File: src/rtl/mvt_pkg.sv
// Shared types, mode encodings and the round-robin channel picker for the
// multi-channel data-valid tracker.
package mvt_pkg;

  typedef enum logic {
    IDLE  = 1'b0,
    OFFER = 1'b1
  } state_t;

  localparam logic MODE_FLAG = 1'b0;
  localparam logic MODE_CNT  = 1'b1;

  // First set bit of req[n-1:0], searching upward from ptr+1 with wrap.
  // Sized for the 32-channel maximum; n is a constant at every call site.
  function automatic logic [4:0] rr_pick(input logic [31:0] req,
                                         input logic [4:0]  ptr,
                                         input int          n);
    logic [4:0] pick;
    logic       found;
    logic [5:0] idx;
    pick  = '0;
    found = 1'b0;
    for (int i = 1; i <= 32; i++) begin
      if (i <= n) begin
        idx = 6'(int'(ptr) + i);
        if (idx >= 6'(n)) idx = idx - 6'(n);
        if (!found && req[idx[4:0]]) begin
          pick  = idx[4:0];
          found = 1'b1;
        end
      end
    end
    return pick;
  endfunction

endpackage

File: src/rtl/valid_counter_ch.sv
// One channel of pending-work tracking: legacy set/clear flag or saturating
// up/down counter, with sticky overflow/underflow flags.
module valid_counter_ch
  import mvt_pkg::*;
#(
  parameter int CNT_W = 3
) (
  input  logic             clk,
  input  logic             rst_n,
  input  logic             set,
  input  logic             clr,
  input  logic             cons,
  input  logic             mode,
  input  logic             err_clr,
  output logic [CNT_W-1:0] cnt,
  output logic             ovf,
  output logic             udf,
  output logic             empty_next
);

  localparam logic signed [CNT_W+1:0] MAX_S = $signed((CNT_W+2)'((1 << CNT_W) - 1));

  logic signed [CNT_W+1:0] sum;
  logic [CNT_W-1:0]        cnt_next;
  logic                    ovf_evt;
  logic                    udf_evt;

  always_comb begin
    // NOTE: every output of this block gets a default first so no path
    // leaves it unassigned, which would otherwise infer a latch.
    sum = $signed({2'b00, cnt}) + $signed((CNT_W+2)'(set))
        - $signed((CNT_W+2)'(clr)) - $signed((CNT_W+2)'(cons));
    cnt_next = cnt;
    ovf_evt  = 1'b0;
    udf_evt  = 1'b0;
    if (mode == MODE_FLAG) begin
      // Clear and consumption beat set; any nonzero count behaves as 1.
      if (clr || cons)  cnt_next = '0;
      else if (set)     cnt_next = CNT_W'(1);
    end else if (sum > MAX_S) begin
      cnt_next = '1;
      ovf_evt  = 1'b1;
    end else if (sum < 0) begin
      cnt_next = '0;
      udf_evt  = 1'b1;
    end else begin
      cnt_next = sum[CNT_W-1:0];
    end
  end

  assign empty_next = (cnt_next == '0);

  always_ff @(posedge clk or negedge rst_n) begin
    // NOTE: state registers use non-blocking assignments so every flop
    // samples pre-edge values regardless of block ordering.
    if (!rst_n) begin
      cnt <= '0;
      ovf <= 1'b0;
      udf <= 1'b0;
    end else begin
      cnt <= cnt_next;
      // A fresh error in the same cycle as its clear keeps the flag set.
      ovf <= (ovf & ~err_clr) | ovf_evt;
      udf <= (udf & ~err_clr) | udf_evt;
    end
  end

endmodule

File: src/rtl/multi_valid_tracker.sv
// Multi-channel pending-work tracker with a round-robin valid/ready offer
// port that hands nonzero channel IDs to a downstream consumer.
module multi_valid_tracker
  import mvt_pkg::*;
#(
  parameter  int NUM_CH = 4,
  parameter  int CNT_W  = 3,
  localparam int CH_W   = $clog2(NUM_CH)
) (
  input  logic                    clk,
  input  logic                    rst_n,
  input  logic [NUM_CH-1:0]       set_i,
  input  logic [NUM_CH-1:0]       clr_i,
  input  logic [NUM_CH-1:0]       mode_i,
  input  logic [NUM_CH-1:0]       err_clr_i,
  output logic [NUM_CH-1:0]       valid_o,
  output logic [NUM_CH*CNT_W-1:0] cnt_o,
  output logic [NUM_CH-1:0]       ovf_o,
  output logic [NUM_CH-1:0]       udf_o,
  output logic                    out_valid_o,
  output logic [CH_W-1:0]         out_ch_o,
  input  logic                    out_ready_i
);

  state_t            state;
  logic [CH_W-1:0]   rr_ptr;
  logic [NUM_CH-1:0] cons;
  logic [NUM_CH-1:0] empty_next;
  logic              accept;

  assign out_valid_o = (state == OFFER);
  assign accept      = out_valid_o & out_ready_i;

  for (genvar k = 0; k < NUM_CH; k++) begin : g_ch
    assign cons[k]    = accept && (out_ch_o == CH_W'(k));
    assign valid_o[k] = (cnt_o[k*CNT_W +: CNT_W] != '0);

    valid_counter_ch #(.CNT_W(CNT_W)) u_ch (
      .clk        (clk),
      .rst_n      (rst_n),
      .set        (set_i[k]),
      .clr        (clr_i[k]),
      .cons       (cons[k]),
      .mode       (mode_i[k]),
      .err_clr    (err_clr_i[k]),
      .cnt        (cnt_o[k*CNT_W +: CNT_W]),
      .ovf        (ovf_o[k]),
      .udf        (udf_o[k]),
      .empty_next (empty_next[k])
    );
  end

  always_ff @(posedge clk or negedge rst_n) begin
    if (!rst_n) begin
      state    <= IDLE;
      out_ch_o <= '0;
      rr_ptr   <= CH_W'(NUM_CH - 1);
    end else begin
      case (state)
        IDLE: begin
          if (|valid_o) begin
            out_ch_o <= CH_W'(rr_pick(32'(valid_o), 5'(rr_ptr), NUM_CH));
            state    <= OFFER;
          end
        end
        OFFER: begin
          if (accept) begin
            rr_ptr <= out_ch_o;
            state  <= IDLE;
          end else if (empty_next[out_ch_o]) begin
            // Offered channel drained by clear: withdraw the offer.
            state <= IDLE;
          end
        end
        default: state <= IDLE;
      endcase
    end
  end

endmodule

File: config.mk
export PLATFORM = sky130hd
export DESIGN_NAME = multi_valid_tracker
export DESIGN_NICKNAME = d
export VERILOG_FILES = /design/src/rtl/mvt_pkg.sv /design/src/rtl/valid_counter_ch.sv /design/src/rtl/multi_valid_tracker.sv
export SDC_FILE = /design/constraint.sdc
export NUM_CORES = 1
export LEC_CHECK = 0
export ABC_AREA = 1
export ABC_CLOCK_PERIOD_IN_PS = 3800
export BUFFER_PORTS_ARGS = -buffer_cell sky130_fd_sc_hd__buf_2
export CAP_MARGIN = 10
export CORE_MARGIN = 2
export CORE_UTILIZATION = 60
export CTS_CLUSTER_DIAMETER = 30
export DETAILED_ROUTE_END_ITERATION = 12
export GPL_TIMING_DRIVEN = 0
export PLACE_DENSITY = 0.82
export SLEW_MARGIN = 10
export SYNTH_ARGS = -nofsm -noshare
export SYNTH_HDL_FRONTEND = slang
export SYNTH_SLANG_ARGS = --single-unit
File: constraint.sdc
create_clock -name clk -period 3.8 [get_ports clk]
set_clock_uncertainty 0.1 [all_clocks]
set_input_delay 0.57 -clock clk [delete_from_list [all_inputs] [get_ports clk]]
set_output_delay 0.57 -clock clk [all_outputs]
set_load 0.03 [all_outputs]
# After elaboration in Yosys (flattened, before gate mapping)
# Index checks and enable logic that the tools add are counted.
dict set report totals {
  register_bits 25
  out_inout_bits 27
  wordCells 182
}
dict set report op_classes {
  n_addsub 20
  magnitude_cmp 17
  n_eq_ne 3
  mux 79
  bitwise_logic 22
  n_reduce_logical 26
}
# operator n
set op_table {}
lappend op_table {{$mux W3} 20}
lappend op_table {{$mux W5} 12}
lappend op_table {{$sub A5 B2 Y5} 8}
lappend op_table {{$mux W1} 37}
lappend op_table {{$lt A5 B6 Y1 const B} 4}
lappend op_table {{$bmux W1 S5} 4}
lappend op_table {{$gt A5 B4 Y1 const B} 4}
lappend op_table {{$lt A5 B1 Y1 const B} 4}
lappend op_table {{$add A3 B1 Y4} 4}
lappend op_table {{$logic_not A3 Y1} 4}
lappend op_table {{$reduce_bool A3 Y1} 4}
lappend op_table {{$sub A3 B3 Y4 const B} 3}
lappend op_table {{$and A1 B1 Y1} 9}
lappend op_table {{$ge A3 B3 Y1 const B} 3}
lappend op_table {{$mux W2} 4}
lappend op_table {{$or A1 B1 Y1} 8}
lappend op_table {{$logic_and A1 B1 Y1} 7}
lappend op_table {{$add A2 B2 Y3 const B} 2}
lappend op_table {{$not A1 Y1} 5}
lappend op_table {{$sub A4 B3 Y5 const B} 1}
lappend op_table {{$add A2 B3 Y4 const B} 1}
lappend op_table {{$eq A2 B2 Y1 const B} 2}
lappend op_table {{$ge A4 B3 Y1 const B} 1}
lappend op_table {{$logic_or A1 B1 Y1} 4}
lappend op_table {{9 further kinds} 12}

# Logic depth before layout (Yosys ltp)
dict set report depth {
  word_depth 23
  mapped_depth 19
  mapped_depth_nobuf 19
}

# Cells and area by module
# A second synthesis with hierarchy kept.
dict set report hier_totals {
  hier_cells 280
  area_unflattened_um2 2262.2
}
# module instances cells_per_inst area_each_um2 seq_area_each_um2
set modules_own_cells {}
lappend modules_own_cells {valid_counter_ch 4 45 407.9 125.1}
lappend modules_own_cells {multi_valid_tracker 1 100 630.6 127.6}

# Worst setup path before layout
# No wires, ideal clock.
dict set report synth_timing {
  kind {in2reg}
  from {input set_i[2]}
  to {register state, in the netlist out_valid_o}
  arrival_time_ns 2.213
  slack_ns 1.421
  stages 15
  path_cell_list {inv_1 > ha_1 > inv_1 > fa_1 > ha_1 > inv_1 > nand2_1 > nand3_1 > nand3_1 > and3_1 > nand2_1 > nand2_1 > nand2_1 > nand3_1 > nand2_1}
}
dict set report synth_between {
  elab_chain_cells 13
  word_cells_on_any_way 16
  classes_between {add/sub (3); order compare (2); mux (10); reduce/logical (1)}
}
# element line
set synth_rtl {}
lappend synth_rtl {{from (decl)} multi_valid_tracker.sv:12} ;# input logic [NUM_CH-1:0] set_i,
lappend synth_rtl {{$add A3 B1 Y4} valid_counter_ch.sv:31} ;# sum = $signed({2'b00, cnt}) + $signed((CNT_W+2)'(set))
lappend synth_rtl {{$sub A5 B2 Y5 (2 in a row)} valid_counter_ch.sv:32} ;# - $signed((CNT_W+2)'(clr)) - $signed((CNT_W+2)'(cons));
lappend synth_rtl {{$lt A5 B1 Y1} valid_counter_ch.sv:43} ;# end else if (sum < 0) begin
lappend synth_rtl {{$mux W3} valid_counter_ch.sv:43}
lappend synth_rtl {{$mux W3} valid_counter_ch.sv:40} ;# end else if (sum > MAX_S) begin
lappend synth_rtl {{$mux W3 (*)} valid_counter_ch.sv:36} ;# if (mode == MODE_FLAG) begin
lappend synth_rtl {{$logic_not A3 Y1 (*)} valid_counter_ch.sv:51} ;# assign empty_next = (cnt_next == '0);
lappend synth_rtl {{$bmux W1 S2 (*)} multi_valid_tracker.sv:70} ;# end else if (empty_next[out_ch_o]) begin
lappend synth_rtl {{$mux W1 (implied by the code) (*)} multi_valid_tracker.sv:70}
lappend synth_rtl {{$mux W1 (*)} multi_valid_tracker.sv:70}
lappend synth_rtl {{$mux W1 (*)} multi_valid_tracker.sv:67} ;# if (accept) begin
lappend synth_rtl {{$pmux W1 S2 (*)} multi_valid_tracker.sv:59} ;# case (state)
lappend synth_rtl {{to (signal assigned)} multi_valid_tracker.sv:63} ;# state <= OFFER;
lappend synth_rtl {{to (signal assigned)} multi_valid_tracker.sv:69} ;# state <= IDLE;
lappend synth_rtl {{to (signal assigned)} multi_valid_tracker.sv:72} ;# state <= IDLE;
lappend synth_rtl {{to (decl)} multi_valid_tracker.sv:25} ;# state_t state;
# Mark *: on every way between the ends. The rest lies on a longest branch, timed or not. The select of a mux whose other input is x is not followed.
# A chain may end at the register's enable or synchronous reset.

# Worst setup path after layout
dict set report layout_timing {
  from {register state, in the netlist out_valid_o}
  to {register state, in the netlist out_valid_o}
}
dict set report layout_between {
  elab_chain_cells 13
  word_cells_on_any_way 47
  classes_between {add/sub (4); order compare (8); mux (21); bitwise (2); reduce/logical (12)}
}
# element line
set layout_rtl {}
lappend layout_rtl {{from (signal assigned)} multi_valid_tracker.sv:55} ;# state <= IDLE;
lappend layout_rtl {{from (signal assigned)} multi_valid_tracker.sv:63}
lappend layout_rtl {{from (signal assigned)} multi_valid_tracker.sv:69}
lappend layout_rtl {{$and A1 B1 Y1} multi_valid_tracker.sv:32} ;# assign accept = out_valid_o & out_ready_i;
lappend layout_rtl {{$logic_and A1 B1 Y1} multi_valid_tracker.sv:35} ;# assign cons[k] = accept && (out_ch_o == CH_W'(k));
lappend layout_rtl {{$sub A5 B2 Y5} valid_counter_ch.sv:32}
lappend layout_rtl {{$lt A5 B1 Y1} valid_counter_ch.sv:43}
lappend layout_rtl {{$mux W3} valid_counter_ch.sv:43}
lappend layout_rtl {{$mux W3} valid_counter_ch.sv:40}
lappend layout_rtl {{$mux W3} valid_counter_ch.sv:36}
lappend layout_rtl {{$logic_not A3 Y1} valid_counter_ch.sv:51}
lappend layout_rtl {{$bmux W1 S2} multi_valid_tracker.sv:70}
lappend layout_rtl {{$mux W1 (implied by the code)} multi_valid_tracker.sv:70}
lappend layout_rtl {{$mux W1} multi_valid_tracker.sv:70}
lappend layout_rtl {{$mux W1} multi_valid_tracker.sv:67}
lappend layout_rtl {{$pmux W1 S2 (*)} multi_valid_tracker.sv:59}
# Marked as above.

==> summary by stage <==
Finish
The fraction of layout instances using a drive strength above 1 is 20.4%. The library cells used most frequently in the layout, excluding fill and tap cells, are 84 x nand2_1, 69 x inv_1, 45 x buf_2, 31 x nand3_1, 27 x nor2_1. The relative area change from synthesis to final layout is 14.7%. The final layout net count is 424. The number of diodes added for antenna fixing is 0.

The total area of sequential cells is 628 um^2. Leaving out fill and tap cells, the most frequent cell in the layout is nand2_1. The final cell count without fillers is ~430. After filler insertion, the fill cell instance count of the layout stands at 316. The total area of multi-input combinational cells is 1280 um^2.

Timing
Setup violations remaining at the end of the flow were counted as 0. The normalized max-slew margin is 62.8%. Setup repair after global routing left no endpoint under its margin. The final hold violation count is 0. At the pin with the least slew margin, the transition time is 0.558 ns.

The achievable clock frequency is 0.390 GHz. Setup total negative slack on the finished layout was measured at 0 ns. The worst hold margin is 0.182 ns. The smallest clock period supported by the final layout is computed as 2.57 ns. The total count of max-transition violations in the final report is 0.

The worst-case setup margin in the final layout is 1.23 ns. The post-route clock period utilization is 67.5%.

Pwr
The worst-case IR drop observed on VDD is ~0.00038 V. The total internal power is around 990 uW. After layout, the design draws a total of between 2 and 2.5 mW.

The part of the power in registers is 24.0%. The switching part of the total is 54.9%. The net switching component of the power is 1.20 mW. Per report_power, the clock group accounts for 7.3% of the total. The combinational share of power is 68.8%. The leakage component of the power is 1.52 nW. In this run the power density over the cells is 849 nW/um^2.

Clock network
The number of setup buffers added after CTS is 0. At the later pin of the worst-skew pair, clock insertion delay measures 0.27 ns. TritonCTS built the clock tree. In this run the number of H-tree levels came out at 1. The root buffer cell chosen for the clock tree is clkbuf_8.

The clock drives 25 sinks. After clock tree synthesis, the clock-pin slew on the worst setup and hold paths is ~0.09 ns. After clock tree synthesis, the repair step resized 0 gates. The number of buffers added by the clock tree synthesis step is 3. The maximum clock insertion buffer count is 2. For this design, the CTS-stage hold fixing added 0 buffers.

Route
In the routed design, unresolved DRC markers number 0. The detailed router placed 2137 vias in this run. Dividing the detail-routed wire length by the instance count gives 11.0 um. The detailed router finished its first iteration with 130 violations. Summed over all layers, the routed wires come to roughly 4.7 mm.

Before antenna repair, the detailed router went through 4 iterations. The residual antenna-violating net count after detailed routing is 0. The via density per instance is ~5.

Yosys
When the netlist entered floorplanning its net count stood at 374. The number of warnings issued by yosys is 0. Ranked by total cell area, the synthesized netlist is headed by dfrtp_1 26%, nand2_1 14%, ha_1 13%.

The gate count of the mapped netlist is 328. The share of the synthesized area in the top cell type is between 20% and 30%. The flip-flop and latch count after synthesis is 25. Dividing the synthesized area by the synthesized cell count gives 6.86 um^2. The synthesized netlist occupies a cell area of 2250 um^2. The cell type contributing the most total cell area after synthesis is dfrtp_1. The register area share after synthesis is 27.9%.

The number of distinct library cell variants in the gate-level netlist after synthesis is 29. The share of flip-flops with an asynchronous set or reset is 100%. Among all flip-flop cells after synthesis, the most frequent one is dfrtp_1. The number of enable-type register cells in the synthesized netlist is 0.

Placed design
Once detailed placement completed, the half-perimeter wirelength came to 3.75 mm. Prior to clock tree synthesis, the placed netlist has a worst setup slack of 1.05 ns. The cell count after placement is about 420. The global placement routability congestion is slightly below 0.9. The total of buffers placed on input and output ports is 45.

Setup path
The timing startpoint of the critical path is out_valid_o$_DFF_PN0_. Walking the worst path, the cells encountered are nand2_1 -> inv_1 -> nand2_1 -> nor2_1 -> fa_1 -> ha_1 -> inv_1 -> nand2_1 -> nand3_1 -> nand3_1 -> and3_1 -> nand2_1 -> nand2_1 -> nand2_1 -> nand3_1 -> nand2_1. STA classifies the critical path startpoint as a flop. The type of the worst setup path is reg2reg.

The reg-to-reg startpoint is out_valid_o$_DFF_PN0_. The most repeated library cell on the critical path is nand2_1. The largest incremental delay on the critical path is roughly 0.45 ns. The worst endpoint required time is 3.91 ns.

Along the worst path, the maximum fanout reaches 4. The worst setup path is captured at a flop. Data arrives at the worst endpoint at between 2 and 3 ns. Among all stages on the critical path, the largest delay is contributed by fa_1.

Die
Measured along the x axis, the die boundary spans approximately 65 um. The placeable core area is 3630 um^2. The boundary pin count is 46. Row generation in the floorplan step produced 22 rows.

The height of the die is 65.2 um. The starting density of the core is 61.9%. The die covers about 4300 um^2.

Worst hold path
The classification of the worst-slack hold path is in2async.

Global route
The global-route wire length before repair is roughly 8 mm. The total grt overflow is 0. The maximum number of pins on one net before global-route repair is 26. The number of antenna violations at the first check in global routing is 0. The global-route usage over all layers is 23.9%.

The via count of the first global-routing pass is between 1500 and 2000.

Run
The max capacitance violation total is 0.

Run status
The run finished with clean final reports.
## worst paths after layout
check | endpoint | slack (ns) | depth (start not counted)
setup / recovery | out_valid_o$_DFF_PN0_ | 1.23 | 16
hold / removal | g_ch[1].u_ch.cnt[1]$_DFF_PN0_ | 0.18 | 1
setup reg to reg | out_valid_o$_DFF_PN0_ | 1.23 | 16
hold reg to reg | g_ch[3].u_ch.udf$_DFF_PN0_ | 0.43 | 2
max in group asynchronous | rr_ptr[0]$_DFFE_PN1P_ | 3.04 | 1
min in group clk | g_ch[2].u_ch.ovf$_DFF_PN0_ | 0.38 | 2
## logic make-up after synthesis
family                   share of synthesized area (%)
adder cells (fa/ha/maj)                           16.4
buffers and inverters                             15.0
flip-flops                                        27.9
AND/OR/NAND/NOR                                   34.0
AO/OA/AOI/OAI                                     6.73
## area by class of cell
type	count	share of cell area, %
Multi-Input combinational cell	221	49.8
Sequential cell	25	24.3
Inverter	74	10.8
Timing Repair Buffer	45	8.73
Buffer	8	2.33
Tap cell	48	2.33
Clock buffer	4	1.75
## flip-flops by register name (all words and copies together), names as in the netlist
name           cells
g_ch.u_ch.cnt     12
g_ch.u_ch.ovf      4
g_ch.u_ch.udf      4
out_ch_o           2
out_valid_o        1
rr_ptr             2
## metal layers
| metal | routed length [um] | part of all wire [%] | vias to the layer above | global-route usage, % |
|---|---|---|---|---|
| li1 | - | - | 1114 | - |
| met1 | 2220 | 48 | 963 | 33.6 |
| met2 | 2170 | 47 | 55 | 40.1 |
| met3 | 226 | 4.8 | 5 | 2.23 |
| met4 | 41 | 0.88 | 0 | 5.47 |
| met5 | 0 | 0 | - | 0 |
## critical path: cells and delay by family (launching register included)
family | cells | cell delay [ns]
adders and majority gates | 2 | 0.70
buffers and inverters | 2 | 0.16
DFF | 1 | 0.42
and+or+nand+nor | 12 | 1.12
## power groups by stage
| stage | Combinational (mW) | Sequential (mW) | Clock [mW] |
|---|---|---|---|
| 2_1_floorplan | 1.03 | 0.632 | 0 |
| 5_1_grt | 1.72 | 0.541 | 0.171 |
| 3_3_place_gp | 1.46 | 0.524 | 0 |
| 4_1_cts | 1.51 | 0.525 | 0.158 |
| 6_report | 1.51 | 0.525 | 0.159 |
| 3_5_place_dp | 1.50 | 0.529 | 0 |
## per-stage QoR
stage	instance area, um^2	utilization, %
after global placement	2530	69.8
after global routing	2580	71.0
after floorplan	2250	-
final	2580	71.0
after detailed placement	2530	69.8
after CTS	2580	71.0
## cells in the mapped netlist (3+ instances only)
master and number:
nand4_1 6, dfrtp_1 23, nand3b_1 7, ha_1 23
a21oi_1 3, nor2_1 27, o21ai_2 3, o22ai_1 3
inv_2 5, nand2_1 84, buf_4 8, inv_1 69
nand3_1 31, fa_1 4, o21ai_0 9, nand2_2 4
Note: power is estimated with default switching activity, not from simulation.
